File: config.mk
export PLATFORM = sky130hd
export DESIGN_NAME = vedic_12_seq
export DESIGN_NICKNAME = d
export VERILOG_FILES = /design/src/rtl/vedic_12_seq.sv
export SDC_FILE = /design/constraint.sdc
export NUM_CORES = 1
export LEC_CHECK = 0
export ABC_AREA = 1
export BUFFER_PORTS_ARGS = -buffer_cell sky130_fd_sc_hd__buf_4
export CELL_PAD_IN_SITES_DETAIL_PLACEMENT = 0
export CELL_PAD_IN_SITES_GLOBAL_PLACEMENT = 1
export CORE_ASPECT_RATIO = 2
export CORE_UTILIZATION = 45
export CTS_CLUSTER_SIZE = 16
export DETAILED_ROUTE_END_ITERATION = 10
export GPL_ROUTABILITY_DRIVEN = 1
export PLACE_DENSITY_LB_ADDON = 0.1
export REMOVE_ABC_BUFFERS = 1
export SKIP_LAST_GASP = 1
export SLEW_MARGIN = 30
export SYNTH_ARGS = -nofsm -noshare
export SYNTH_HDL_FRONTEND = slang
export SYNTH_SLANG_ARGS = --single-unit
File: constraint.sdc
create_clock -name clk -period 9 [get_ports clk]
set_clock_uncertainty 0.2 [all_clocks]
set_input_delay 0.45 -clock clk [delete_from_list [all_inputs] [get_ports clk]]
set_output_delay 0.45 -clock clk [all_outputs]
set_load 0.05 [all_outputs]
File: src/rtl/vedic_12_seq.sv
// Sequential 12x12 unsigned multiplier: one 6x6 Vedic core reused over four
// steps, with valid/ready handshakes on the operand and result sides.

module vedic_6 (
    input  logic [5:0]  x_i,
    input  logic [5:0]  y_i,
    output logic [11:0] z_o
);
    logic [5:0] q0, q1, q2, q3;

    // Urdhva-tiryakbhyam split into 3-bit halves.
    assign q0 = {3'b0, x_i[2:0]} * {3'b0, y_i[2:0]};
    assign q1 = {3'b0, x_i[2:0]} * {3'b0, y_i[5:3]};
    assign q2 = {3'b0, x_i[5:3]} * {3'b0, y_i[2:0]};
    assign q3 = {3'b0, x_i[5:3]} * {3'b0, y_i[5:3]};

    assign z_o = {6'b0, q0} + ({6'b0, q1} << 3) + ({6'b0, q2} << 3) + ({6'b0, q3} << 6);
endmodule

module vedic_12_seq #(
    parameter int ZERO_BYPASS = 1,
    parameter int OUT_REG     = 1
) (
    input  logic        clk,
    input  logic        rst,
    input  logic        in_valid,
    output logic        in_ready,
    input  logic [11:0] a,
    input  logic [11:0] b,
    output logic        out_valid,
    input  logic        out_ready,
    output logic [23:0] p,
    output logic        busy
);
    typedef enum logic [1:0] {IDLE, MUL, DONE} state_t;

    state_t      state_q, state_d;
    logic [1:0]  step_q, step_d;
    logic [11:0] a_q, a_d, b_q, b_d;
    logic [23:0] acc_q, acc_d;

    logic [5:0]  vx, vy;
    logic [11:0] pp;
    logic [3:0]  shift;
    logic [23:0] pp_ext;

    always_comb begin
        vx    = a_q[5:0];
        vy    = b_q[5:0];
        shift = 4'd0;
        case (step_q)
            2'd0: begin vx = a_q[5:0];  vy = b_q[5:0];  shift = 4'd0;  end
            2'd1: begin vx = a_q[5:0];  vy = b_q[11:6]; shift = 4'd6;  end
            2'd2: begin vx = a_q[11:6]; vy = b_q[5:0];  shift = 4'd6;  end
            default: begin vx = a_q[11:6]; vy = b_q[11:6]; shift = 4'd12; end
        endcase
    end

    vedic_6 u_core (
        .x_i (vx),
        .y_i (vy),
        .z_o (pp)
    );

    assign pp_ext = {12'b0, pp} << shift;

    always_comb begin
        state_d = state_q;
        step_d  = step_q;
        a_d     = a_q;
        b_d     = b_q;
        acc_d   = acc_q;
        case (state_q)
            IDLE: begin
                if (in_valid) begin
                    a_d    = a;
                    b_d    = b;
                    acc_d  = '0;
                    step_d = '0;
                    if (ZERO_BYPASS != 0 && (a == '0 || b == '0))
                        state_d = DONE;
                    else
                        state_d = MUL;
                end
            end
            MUL: begin
                acc_d  = acc_q + pp_ext;
                step_d = step_q + 2'd1;
                if (step_q == 2'd3)
                    state_d = DONE;
            end
            DONE: begin
                if (out_ready)
                    state_d = IDLE;
            end
            default: state_d = IDLE;
        endcase
    end

    always_ff @(posedge clk or posedge rst) begin
        if (rst) begin
            state_q <= IDLE;
            step_q  <= '0;
            a_q     <= '0;
            b_q     <= '0;
            acc_q   <= '0;
        end else begin
            state_q <= state_d;
            step_q  <= step_d;
            a_q     <= a_d;
            b_q     <= b_d;
            acc_q   <= acc_d;
        end
    end

    generate
        if (OUT_REG != 0) begin : g_out_reg
            logic [23:0] p_q;
            // Loaded on the edge entering DONE so p stays put until the next result.
            always_ff @(posedge clk or posedge rst) begin
                if (rst)
                    p_q <= '0;
                else if (state_d == DONE && state_q != DONE)
                    p_q <= acc_d;
            end
            assign p = p_q;
        end else begin : g_out_acc
            assign p = acc_q;
        end
    endgenerate

    assign in_ready  = (state_q == IDLE);
    assign out_valid = (state_q == DONE);
    assign busy      = (state_q != IDLE);
endmodule

# ---- Word-level counts from Yosys, hierarchy flattened
# Index checks and enable logic that the tools add are counted.
dict set report totals {
  reg_bits 76
  input_bits 28
  output_inout_bits 27
  word_cells 49
}
dict set report op_classes {
  addsub 5
  mul 4
  n_eq_ne 8
  shifts 1
  muxes 12
  reduce_logical 13
}
# cell count
set op_table {}
lappend op_table {{$pmux W24 S2} 1}
lappend op_table {{$add A24 B24 Y24} 1}
lappend op_table {{$logic_not A12 Y1} 2}
lappend op_table {{$mul A3 B3 Y6} 4}
lappend op_table {{$mux W24} 1}
lappend op_table {{$shl A12 B4 Y24} 1}
lappend op_table {{$add A12 B12 Y12} 1}
lappend op_table {{$add A12 B9 Y12} 1}
lappend op_table {{$mux W6} 2}
lappend op_table {{$add A6 B9 Y10} 1}
lappend op_table {{$mux W2} 5}
lappend op_table {{$eq A2 B2 Y1 const B} 4}
lappend op_table {{$pmux W4 S2} 1}
lappend op_table {{$pmux W2 S3} 1}
lappend op_table {{$reduce_or A2 Y1} 3}
lappend op_table {{$eq A2 B1 Y1 const B} 2}
lappend op_table {{$logic_not A2 Y1} 2}
lappend op_table {{$ne A2 B2 Y1 const B} 2}
lappend op_table {{$pmux W2 S2} 1}
lappend op_table {{$reduce_and A2 Y1} 2}
lappend op_table {{$reduce_bool A2 Y1} 2}
lappend op_table {{$add A2 B1 Y2 const B} 1}
lappend op_table {{$logic_and A1 B1 Y1} 1}
lappend op_table {{$logic_or A1 B1 Y1} 1}

# ---- Longest topological paths before layout
# Gate-level depths: netlist of run 1.
dict set report logic_depth {
  word_depth 10
  ltp_mapped 43
  ltp_nobuf 42
}

# ---- Cells and area by module
# Synthesis of run 1 repeated with hierarchy kept, for this count alone.
dict set report unflattened {
  cells_unflattened 1000
  hier_area_um2 6586.3
}
# mod instances cells_each area_each_um2
set by_module_without_submodules {}
lappend by_module_without_submodules {vedic_12_seq 1 794 5221.3}
lappend by_module_without_submodules {vedic_6 1 206 1365.1}

# ---- Least setup slack after synthesis of run 1
# Ideal clock, no wire load.
dict set report synth_timing {
  path_kind {register to register}
  start {register step_q[0]}
  end {register g_out_reg.p_q[19] (netlist: p[19])}
  setup_ps 118
  t_arrival_ps 6257
  setup_slack_ps 2426
  stages_incl_launch_ff 41
  n_path_buf 1
  period_less_slack_ps 6574
  cell_sequence {dfrtp_1 > inv_1 > ha_1 > nor2_1 > clkbuf_1 > nand2_1 > o21ai_0 > nand2_1 > fa_1 > inv_1 > fa_1 > ha_1 > fa_1 > nand2_1 > a21oi_1 > xor2_1 > fa_1 > inv_1 > [... 5 more ...] > a21oi_1 > xnor2_1 > nand2_1 > nand3_1 > nand2_1 > o21ai_0 > ha_1 > a21oi_1 > o21ai_1 > nand2_1 > nand2_1 > o21bai_4 > nand2_1 > nand3_1 > nand3_1 > nand2_1 > nand2_1 > nand2_1}
}
dict set report synth_between {
  elab_chain_len 10
  elab_cells_between_ends 24
}
# item line_no
set synth_rtl {}
lappend synth_rtl {{from (decl)} 38} ;# logic [1:0] step_q, step_d;
lappend synth_rtl {{from (signal assigned)} 109} ;# step_q <= step_d;
lappend synth_rtl {{$eq A2 B1 Y1, or another cell as far along} 51} ;# case (step_q)
lappend synth_rtl {{$reduce_or A2 Y1 (no line)} n/a}
lappend synth_rtl {{$mux W6} 51}
lappend synth_rtl {{$mul A3 B3 Y6 (on tied branches)} {12, 13}}
lappend synth_rtl {{$add A6 B9 Y10} 17} ;# assign z_o = {6'b0, q0} + ({6'b0, q1} << 3) + ({6'b0, q2} << 3) + ({6'b0, q3} << 6);
lappend synth_rtl {{$add A12 B9 Y12} 17}
lappend synth_rtl {{$add A12 B12 Y12} 17}
lappend synth_rtl {{$shl A12 B4 Y24 (*)} 65} ;# assign pp_ext = {12'b0, pp} << shift;
lappend synth_rtl {{$add A24 B24 Y24 (*)} 87} ;# acc_d = acc_q + pp_ext;
lappend synth_rtl {{$pmux W24 S2 (*)} 73} ;# case (state_q)
lappend synth_rtl {{via acc_d[19]} 40} ;# logic [23:0] acc_q, acc_d;
lappend synth_rtl {{to (signal assigned)} 122} ;# p_q <= '0;
lappend synth_rtl {{to (signal assigned)} 124} ;# p_q <= acc_d;
lappend synth_rtl {{to (decl)} 118} ;# logic [23:0] p_q;
# Mark *: on every way through the listed nets, which the timed path passes. The rest lies on a longest branch.
# A chain may end at the register's enable or synchronous reset.

# ---- Worst setup path in the final report of run 1
dict set report layout_timing {
  start {register step_q[0]}
  end {register g_out_reg.p_q[22] (netlist: p[22])}
}
# The elaborated chain is that of the path after synthesis.

==> results.txt, run 1 <==
----------------------------------------------------
[Status]
  Outcome ... complete, no violations

[Die]
  I/O pin count ... 55
  Die area ... 0.01451 mm²
  Height of the die ... 169.4 µm
  Area of the core ... 0.01359 mm²
  Rows ... 60
  Starting utilization of the core area ... 46.39%
  X dimension of the die ... 85.69 µm

[Global route]
  Antenna violations before repair ... 0
  Grt total ovfl ... 0
  Number of global-route vias before repair ... 6216
  Pin count of the biggest net entering global routing ... 77
  Global-route wire length before repair ... 29410 µm
  Overall routing resource usage ... 26.80%

[Clocking]
  Clock transition at path regs ... ~0.070 ns
  Hold-fix buffer count after cts ... 0
  H-Tree Depth ... 3
  Worst-case clock buffer depth ... 2
  Number of buffers added for setup after CTS ... 0
  Cells resized by post-CTS repair ... 0
  Cts bufs inserted ... 9
  Clock latency on the worst-skew pair ... ~0.35 ns
  CTS tree ... done
  Total clock sinks ... 76
  Clock tree root buffer cell ... sky130_fd_sc_hd__clkbuf_16

[Timing]
  Tcrit/Tclk final ... between 80 and 90%
  RSZ-0062 raised after global routing ... no
  Final hold violation count ... 0
  Worst slew pin tran ... 0.7947 ns
  Time the final worst path needs with I/O delays and setup ... 7.850 ns
  Max Fclk ... 127.4 MHz
  Aggregate negative setup slack ... 0 ns
  Endpoints failing setup ... 0
  Worst max-slew margin expressed relative to the limit ... 46.46%
  Worst-case hold slack ... 0.09005 ns
  Fin. max-slew vios ... 0

[Logic synthesis]
  Seq cells post-synth ... 76
  Sequential-to-total area share from yosys stat ... 30.17%
  Leading register cell type out of synthesis ... sky130_fd_sc_hd__dfrtp_1
  Mean Syn Cell Area ... 7.204 µm²
  Count of cell types in the netlist ... 45
  Cell Area, Synth ... around 0.0063 mm²
  Async SR Flop Fraction ... 100.0%
  Synth Warn # ... 0
  Number of enable flip-flop cells after synthesis ... 0
  Gate count after technology mapping ... 875

[Critical path]
  Critical Path Fanout Max ... 12
  Crit path capture type ... flop
  Required time worst endpoint ... 9.03 ns
  Slowest stage delay, CP ... 0.55 ns
  Worst setup path class ... flop to flop
  Kind of cell adding the most delay to the critical path ... adder cells
  Buffers plus inverters on the worst setup path ... 4
  Master of the slowest instance on the critical path ... sky130_fd_sc_hd__fa_1
  Critical path launch point type ... flop
  Worst r2r src ... step_q[0]
  Cell occurring most often along the worst timing path ... sky130_fd_sc_hd__nand2_1
  Terminus of the critical flop-to-flop path ... p[22]
  Flop2flop setup slack ... about 1.1 ns
  Arrival time at the worst endpoint ... 7.88 ns
  Depth of the worst register-to-register path ... 39

[Detailed routing]
  Remaining antenna violation count after routing ... 0
  Starting DRC count in detailed routing ... 198
  Detailed-routing iteration count for the pre-antenna-repair pass ... 5
  DRC violation count after routing ... 0
  Via Count ... 5859
  Number of vias per cell after detailed routing ... 5.278
  Average wire length per cell after detail routing ... ~17 µm
  Routed wire length ... about 18000 µm

[Cells and area]
  Commonest cells after routing, fill and taps aside ... sky130_fd_sc_hd__nand2_1 (272), sky130_fd_sc_hd__inv_1 (90), sky130_fd_sc_hd__nor2_1 (76), sky130_fd_sc_hd__dfrtp_1 (76), sky130_fd_sc_hd__ha_1 (64)
  Signed area change from the synthesized netlist to the final layout ... 13.22%
  Final nets ... slightly above 1k
  Most common cell after layout, fill and taps aside ... sky130_fd_sc_hd__nand2_1
  Share of cells above drive strength 1 ... 11.58%
  Number of diodes ... 0
  Fill cell count ... 1396

[Placement]
  Final weighted congestion of routability-driven global placement ... about 1.0
  Post-DP HPWL ... around 15000 µm
  Input/output buffers ... 54

[Hold path]
  Class of the tightest hold or removal check ... input pin to asynchronous set/reset pin

[Flow run]
  Total of max-cap violations ... 0

----------------------------------------------------
==> area by class of cell <==
cell class,instances,area (µm²),area share (%)
Clock inverter,7,71.32,0.9993
Sequential cell,76,1902,26.65
Multi-Input combinational cell,675,3902,54.68
Clock buffer,9,225.2,3.156
Tap cell,186,232.7,3.261
Timing Repair Buffer,55,416.7,5.838
Inverter,102,386.6,5.417
==> cells by family (layout without fill, tap and decap cells) <==
logic type,after synthesis,in the layout,synth area share (%)
buf+inv,124,173,7.920
mux,3,3,0.4764
flops,76,76,30.17
fa+ha+maj,79,79,17.47
xor+xnor,11,11,1.528
simple gates,432,432,28.60
compound gates,150,150,13.83
==> cells in the mapped netlist, types with 11 or more instances <==
| master | count | area share (%) |
|---|---|---|
| sky130_fd_sc_hd__nor3_1 | 11 | 0.87 |
| sky130_fd_sc_hd__clkbuf_1 | 13 | 0.77 |
| sky130_fd_sc_hd__dfrtp_1 | 76 | 30 |
| sky130_fd_sc_hd__nor2_1 | 76 | 4.5 |
| sky130_fd_sc_hd__fa_1 | 15 | 4.8 |
| sky130_fd_sc_hd__o21ai_0 | 59 | 4.7 |
| sky130_fd_sc_hd__nand3_1 | 44 | 3.5 |
| sky130_fd_sc_hd__ha_1 | 64 | 13 |
| sky130_fd_sc_hd__a21oi_1 | 35 | 2.8 |
| sky130_fd_sc_hd__a31oi_1 | 14 | 1.4 |
| sky130_fd_sc_hd__nand2_1 | 272 | 16 |
| sky130_fd_sc_hd__inv_1 | 91 | 5.4 |
==> layer usage <==
metal	vias up	GRT usage, %	share of wire (%)
met3	65	3.064	2.2
met5	-	0	0
met1	2729	23.55	33
met4	0	19.28	7.6
li1	2942	-	-
met2	123	53.60	57
==> worst min-delay path, cell delays in order <==
cell	delay, ns
sky130_fd_sc_hd__buf_4	0.11
sky130_fd_sc_hd__clkinv_2	0.04
sky130_fd_sc_hd__buf_6	0.53
==> through the flow <==
step	std cells	util (%)	worst slack (ns)	cell area, µm²
2_1_floorplan	853	-	2.419	6190
3_3_place_gp	1094	50.31	1.391	6837
3_5_place_dp	1094	50.31	1.217	6837
4_1_cts	1110	52.50	1.205	7133
5_1_grt	1110	52.52	0.5414	7137
6_report	1110	52.52	1.150	7137
==> sequential cells by signal (all words and copies together), names as in the netlist <==
| signal | flops |
|---|---|
| p | 24 |
| state_q | 2 |
| a_q | 12 |
| step_q | 2 |
| b_q | 12 |
| acc_q | 24 |
==> worst max-delay path by stage <==
| stage | start | endpoint | cells past startpoint |
|---|---|---|---|
| after global placement | step_q[0] | p[22] | 39 |
| after floorplan | step_q[0] | p[19] | 39 |
| after CTS | step_q[0] | p[22] | 39 |
| final | step_q[0] | p[22] | 39 |
| after global routing | step_q[0] | p[22] | 38 |
| after detailed placement | step_q[0] | p[22] | 39 |
Power of run 1 is left out: the tool's default activity adds up to more than one toggle a clock period on the data nets, which glitch-free logic cannot reach.
==> run 2, diff against run 1 <==
clock period = 8 ns   (was 9 ns; I/O delays follow)
==> results.txt, run 2 (same netlist as run 1, synthesis figures left out) <==
----------------------------------------------------
[Status]
  Outcome ... complete, no violations (unchanged)

[Placement]
  Setup slack at placement ... 0.2035 ns (was 1.217 ns)
  Placed Instances ... 1094 (unchanged)
  Input/output buffers ... 54 (unchanged)
  Post-DP HPWL ... 15140 µm (was 15170 µm)
  Final weighted congestion of routability-driven global placement ... 0.9988 (unchanged)

[Cells and area]
  Commonest cells after routing, fill and taps aside ... sky130_fd_sc_hd__nand2_1 (272), sky130_fd_sc_hd__inv_1 (90), sky130_fd_sc_hd__dfrtp_1 (76) (was sky130_fd_sc_hd__nand2_1 (272), sky130_fd_sc_hd__inv_1 (90), sky130_fd_sc_hd__nor2_1 (76), sky130_fd_sc_hd__dfrtp_1 (76), sky130_fd_sc_hd__ha_1 (64))
  Share of cells above drive strength 1 ... 12.41% (was 11.58%)
  Number of non-filler instances in the completed layout ... 1113 (was 1110)
  Signed area change from the synthesized netlist to the final layout ... 13.99% (was 13.22%)
  Number of diodes ... 0 (unchanged)
  Final nets ... 1029 (was 1026)
  Fin util ... 52.88% (was 52.52%)
  Most common cell after layout, fill and taps aside ... sky130_fd_sc_hd__nand2_1 (unchanged)

[Global route]
  Antenna violations before repair ... 0 (unchanged)
  Number of global-route vias before repair ... 6096 (was 6216)
  Pin count of the biggest net entering global routing ... 77 (unchanged)
  Overall routing resource usage ... 26.73% (was 26.80%)
  Global-route wire length before repair ... 29350 µm (was 29410 µm)
  Grt total ovfl ... 0 (unchanged)

[Timing]
  Time the final worst path needs with I/O delays and setup ... 7.393 ns (was 7.850 ns)
  Final hold violation count ... 0 (unchanged)
  Max Fclk ... 135.3 MHz (was 127.4 MHz)
  Endpoints failing setup ... 0 (unchanged)
  Tcrit/Tclk final ... 92.41% (was 87.22%)
  Worst max-slew margin expressed relative to the limit ... 51.62% (was 46.46%)
  RSZ-0062 raised after global routing ... no (unchanged)
  Crit path setup slack, layout ... 0.6073 ns (was 1.150 ns)
  Fin. max-slew vios ... 0 (unchanged)
  Worst slew pin tran ... 0.7257 ns (was 0.7947 ns)
  Aggregate negative setup slack ... 0 ns (unchanged)

[Critical path]
  Slowest stage delay, CP ... 0.55 ns (about the same)
  Critical path launch point type ... flop (unchanged)
  Worst setup path class ... flop to flop (unchanged)
  Critical Path Fanout Max ... 6 (was 12)
  Crit path capture type ... flop (unchanged)
  Master of the slowest instance on the critical path ... sky130_fd_sc_hd__fa_1 (unchanged)
  Arrival time at the worst endpoint ... 7.48 ns (was 7.88 ns)
  Cell occurring most often along the worst timing path ... sky130_fd_sc_hd__nand2_1 (unchanged)
  Required time worst endpoint ... 8.08 ns (was 9.03 ns)

[Die]
  Height of the die ... 169.4 µm (unchanged)
  X dimension of the die ... 85.69 µm (unchanged)
  Area of the core ... 0.01359 mm² (unchanged)
  Die area ... 0.01451 mm² (unchanged)
  Rows ... 60 (unchanged)
  I/O pin count ... 55 (unchanged)
  Starting utilization of the core area ... 46.39% (unchanged)

[Hold path]
  Class of the tightest hold or removal check ... input pin to asynchronous set/reset pin (unchanged)

[Detailed routing]
  Number of vias per cell after detailed routing ... 5.278 (about the same)
  Starting DRC count in detailed routing ... 254 (was 198)
  Via Count ... 5874 (was 5859)
  Remaining antenna violation count after routing ... 0 (unchanged)
  Routed wire length ... 18580 µm (was 18500 µm)
  Detailed-routing iteration count for the pre-antenna-repair pass ... 4 (was 5)
  Average wire length per cell after detail routing ... 16.70 µm (was 16.66 µm)
  DRC violation count after routing ... 0 (unchanged)

[Clocking]
  Hold-fix buffer count after cts ... 0 (unchanged)
  Worst-case clock buffer depth ... 2 (unchanged)
  Cts bufs inserted ... 9 (unchanged)
  H-Tree Depth ... 3 (unchanged)
  Total clock sinks ... 76 (unchanged)
  CTS tree ... done (unchanged)
  Clock latency on the worst-skew pair ... 0.34 ns (was 0.35 ns)
  Clock transition at path regs ... 0.07 ns (about the same)
  Clock tree root buffer cell ... sky130_fd_sc_hd__clkbuf_16 (unchanged)

[Flow run]
  Total of max-cap violations ... 0 (unchanged)

----------------------------------------------------
[run 2: per-stage QoR]
| stage | area, µm² | hold slack (ns) |
|---|---|---|
| global placement | 6837 | 0.2638 |
| detailed placement | 6837 | 0.2661 |
| CTS | 7136 | 0.05330 |
| floorplan | 6190 | 0.2436 |
| finish | 7186 | 0.04166 |
| global route | 7186 | 0.07135 |
[run 2: timing repair]
item	in CTS	in global routing
gates resized for setup	0	16
setup endpoints to repair	0	25
setup buffers	0	1
endpoints found under the hold margin	0	0
[run 2: area by class of cell]
| class | instances | area (µm²) |
|---|---|---|
| clock inverter | 7 | 73.82 |
| timing repair buffer | 56 | 424.2 |
| tap | 186 | 232.7 |
| clock buffer | 9 | 225.2 |
| inverter | 102 | 386.6 |
| multi-input combinational | 677 | 3941 |
| fill | 1377 | 6402 |
| sequential | 76 | 1902 |
[run 2: critical path, delay by kind of cell (launching register included)]
kind / cells / cell delay (ns)
xor gates and xnor gates: 2 / 0.39
buffers and inverters: 3 / 0.26
adders and majority gates: 8 / 3.01
muxes: 1 / 0.21
AOI/OAI and AO/OA: 9 / 1.50
and+or+nand+nor: 14 / 1.32
DFF: 1 / 0.42
[run 2: metal layers]
layer / part of all wire (%) / up-vias / GRT usage, %
met5: 0 / - / 0
met3: 2.2 / 49 / 3.259
met1: 34 / 2765 / 23.66
met4: 5.8 / 0 / 14.93
li1: - / 2947 / -
met2: 58 / 113 / 55.17
[run 2: final timing paths]
kind | startpoint | end | slack, ns | depth (start not counted)
worst max-delay path | step_q[0] | p[21] | 0.61 | 37
worst min register to register | p[10] | p[10] | 0.28 | 2
max in group asynchronous | rst | acc_q[11] | 7.07 | 3
worst max register to register | step_q[0] | p[21] | 0.61 | 37
min in group clk | a[7] | a_q[7] | 0.06 | 3
worst min-delay path | rst | p[5] | 0.04 | 3
Power of run 2 is left out for the same reason.
==> run 3, diff against run 2 <==
CORE_ASPECT_RATIO = 0.75   (was 2)
MAX_ROUTING_LAYER = met4   (was default)
==> results.txt, run 3 (same netlist as run 1, synthesis figures left out) <==
----------------------------------------------------
[Timing]
  Final hold violation count ... 0 (unchanged)
  RSZ-0062 raised after global routing ... yes (was no)
  Tcrit/Tclk final ... 95.77% (was 92.41%)
  Fin. max-slew vios ... 0 (unchanged)
  Endpoints failing setup ... 0 (unchanged)
  Max Fclk ... 130.5 MHz (was 135.3 MHz)
  Worst slew pin tran ... 0.7712 ns (was 0.7257 ns)
  Worst max-slew margin expressed relative to the limit ... 48.59% (was 51.62%)
  Worst-case hold slack ... 0.02359 ns (was 0.04166 ns)
  Time the final worst path needs with I/O delays and setup ... 7.662 ns (was 7.393 ns)
  Aggregate negative setup slack ... 0 ns (unchanged)

[Placement]
  Final weighted congestion of routability-driven global placement ... 0.9313 (was 0.9988)
  Placement-stage cell area ... 0.006822 mm² (was 0.006837 mm²)
  Post-DP HPWL ... 14030 µm (was 15140 µm)
  Input/output buffers ... 54 (unchanged)

[Critical path]
  Slowest stage delay, CP ... 0.55 ns (about the same)
  Kind of cell adding the most delay to the critical path ... adder cells (unchanged)
  Critical path launch point type ... flop (unchanged)
  Cell occurring most often along the worst timing path ... sky130_fd_sc_hd__nand2_1 (unchanged)
  Required time worst endpoint ... 8.05 ns (was 8.08 ns)
  Arrival time at the worst endpoint ... 7.71 ns (was 7.48 ns)
  Master of the slowest instance on the critical path ... sky130_fd_sc_hd__fa_1 (unchanged)
  Buffers plus inverters on the worst setup path ... 4 (was 3)
  Critical Path Fanout Max ... 6 (unchanged)
  Crit path capture type ... flop (unchanged)
  Worst setup path class ... flop to flop (unchanged)

[Detailed routing]
  Routed wire length ... 17590 µm (was 18580 µm)
  Number of vias per cell after detailed routing ... 5.292 (was 5.278)
  Starting DRC count in detailed routing ... 472 (was 254)
  Via Count ... 5826 (was 5874)
  Remaining antenna violation count after routing ... 0 (unchanged)
  Average wire length per cell after detail routing ... 15.98 µm (was 16.70 µm)
  Detailed-routing iteration count for the pre-antenna-repair pass ... 9 (was 4)
  DRC violation count after routing ... 4 (was 0)

[Global route]
  Number of global-route vias before repair ... 5346 (was 6096)
  Pin count of the biggest net entering global routing ... 77 (unchanged)
  Antenna violations before repair ... 0 (unchanged)
  Global-route wire length before repair ... 28230 µm (was 29350 µm)
  Grt total ovfl ... 0 (unchanged)
  Overall routing resource usage ... 26.11% (was 26.73%)

[Hold path]
  Class of the tightest hold or removal check ... input pin to asynchronous set/reset pin (unchanged)

[Die]
  Area of the core ... 0.01370 mm² (was 0.01359 mm²)
  Die area ... 0.01449 mm² (was 0.01451 mm²)
  Rows ... 37 (was 60)
  Starting utilization of the core area ... 46.00% (was 46.39%)
  Height of the die ... 104.5 µm (was 169.4 µm)
  X dimension of the die ... 138.7 µm (was 85.69 µm)
  I/O pin count ... 55 (unchanged)

[Clocking]
  Clock latency on the worst-skew pair ... 0.35 ns (was 0.34 ns)
  H-Tree Depth ... 3 (unchanged)
  Clock tree root buffer cell ... sky130_fd_sc_hd__clkbuf_16 (unchanged)
  CTS tree ... done (unchanged)
  Hold-fix buffer count after cts ... 0 (unchanged)
  Worst-case clock buffer depth ... 2 (unchanged)
  Clock transition at path regs ... 0.07 ns (about the same)
  Total clock sinks ... 76 (unchanged)
  Cts bufs inserted ... 9 (unchanged)

[Cells and area]
  Most common cell after layout, fill and taps aside ... sky130_fd_sc_hd__nand2_1 (unchanged)
  Footprint of the multi-input gates ... 0.003949 mm² (was 0.003941 mm²)
  Share of cells above drive strength 1 ... 12.63% (was 12.41%)
  Fill cell count ... 1371 (was 1377)
  Commonest cells after routing, fill and taps aside ... sky130_fd_sc_hd__nand2_1 (272), sky130_fd_sc_hd__inv_1 (90), sky130_fd_sc_hd__dfrtp_1 (76) (unchanged)
  Number of diodes ... 0 (unchanged)
  Design Area, Final ... 0.007194 mm² (was 0.007186 mm²)
  Final nets ... 1028 (was 1029)
  Signed area change from the synthesized netlist to the final layout ... 14.13% (was 13.99%)
  Fin util ... 52.50% (was 52.88%)
  Reg area ... 0.001902 mm² (unchanged)

[Status]
  Violated checks ... DRC
  Outcome ... finished, violations left (was complete, no violations)

[Flow run]
  Total of max-cap violations ... 0 (unchanged)

----------------------------------------------------
run 3: cell types whose count changed in the layout (fill, tap and decap cells not counted), moves of 2 or more:
cell	previous run	this run
sky130_fd_sc_hd__a21oi_1	35	33
sky130_fd_sc_hd__o21ai_1	18	16
sky130_fd_sc_hd__a21oi_2	3	5
sky130_fd_sc_hd__inv_8	2	0
sky130_fd_sc_hd__o21ai_0	50	52
run 3: metrics by stage:
step	setup slack, ns	instances
floorplan	1.419	853
global placement	0.2345	1083
detailed placement	0.1243	1083
CTS	0.1382	1099
global route	-0.05742	1101
finish	0.3381	1101
run 3: repair_timing:
item	CTS	global route
gates resized for setup	0	17
endpoints found under the setup margin	0	25
setup buffers	0	1
run 3: worst paths after layout:
check	slack [ns]	endpoint	start	depth (start not counted)
min reg2reg	0.29	p[22]	p[22]	2
min	0.02	state_q[1]	rst	3
max reg2reg	0.34	p[23]	step_q[0]	39
min in group clk	0.05	a_q[10]	a[10]	3
max in group asynchronous	7.06	p[6]	rst	3
max	0.34	p[23]	step_q[0]	39
run 3: worst register-to-register path, delay by kind of cell, from the launching register on:
| kind | cells | cell delay, ns |
|---|---|---|
| compound gates | 5 | 0.74 |
| xor+xnor | 2 | 0.34 |
| fa+ha+maj | 8 | 3.03 |
| buf+inv | 4 | 0.30 |
| flops | 1 | 0.42 |
| simple gates | 20 | 2.52 |
run 3: layout make-up:
| cell class | instances | share of cell area (%) |
|---|---|---|
| Clock buffer | 9 | 3.130 |
| Clock inverter | 7 | 1.252 |
| Inverter | 102 | 5.357 |
| Multi-Input combinational cell | 676 | 54.89 |
| Sequential cell | 76 | 26.43 |
| Tap cell | 175 | 3.043 |
| Timing Repair Buffer | 56 | 5.896 |
run 3: layer usage:
metal,GRT usage (%),vias up,part of all wire [%]
li1,-,2954,-
met1,42.12,2700,57
met2,32.41,160,36
met3,4.926,12,6.1
met4,5.635,0,0.94
met5,-,-,0
Power of run 3 is left out for the same reason.
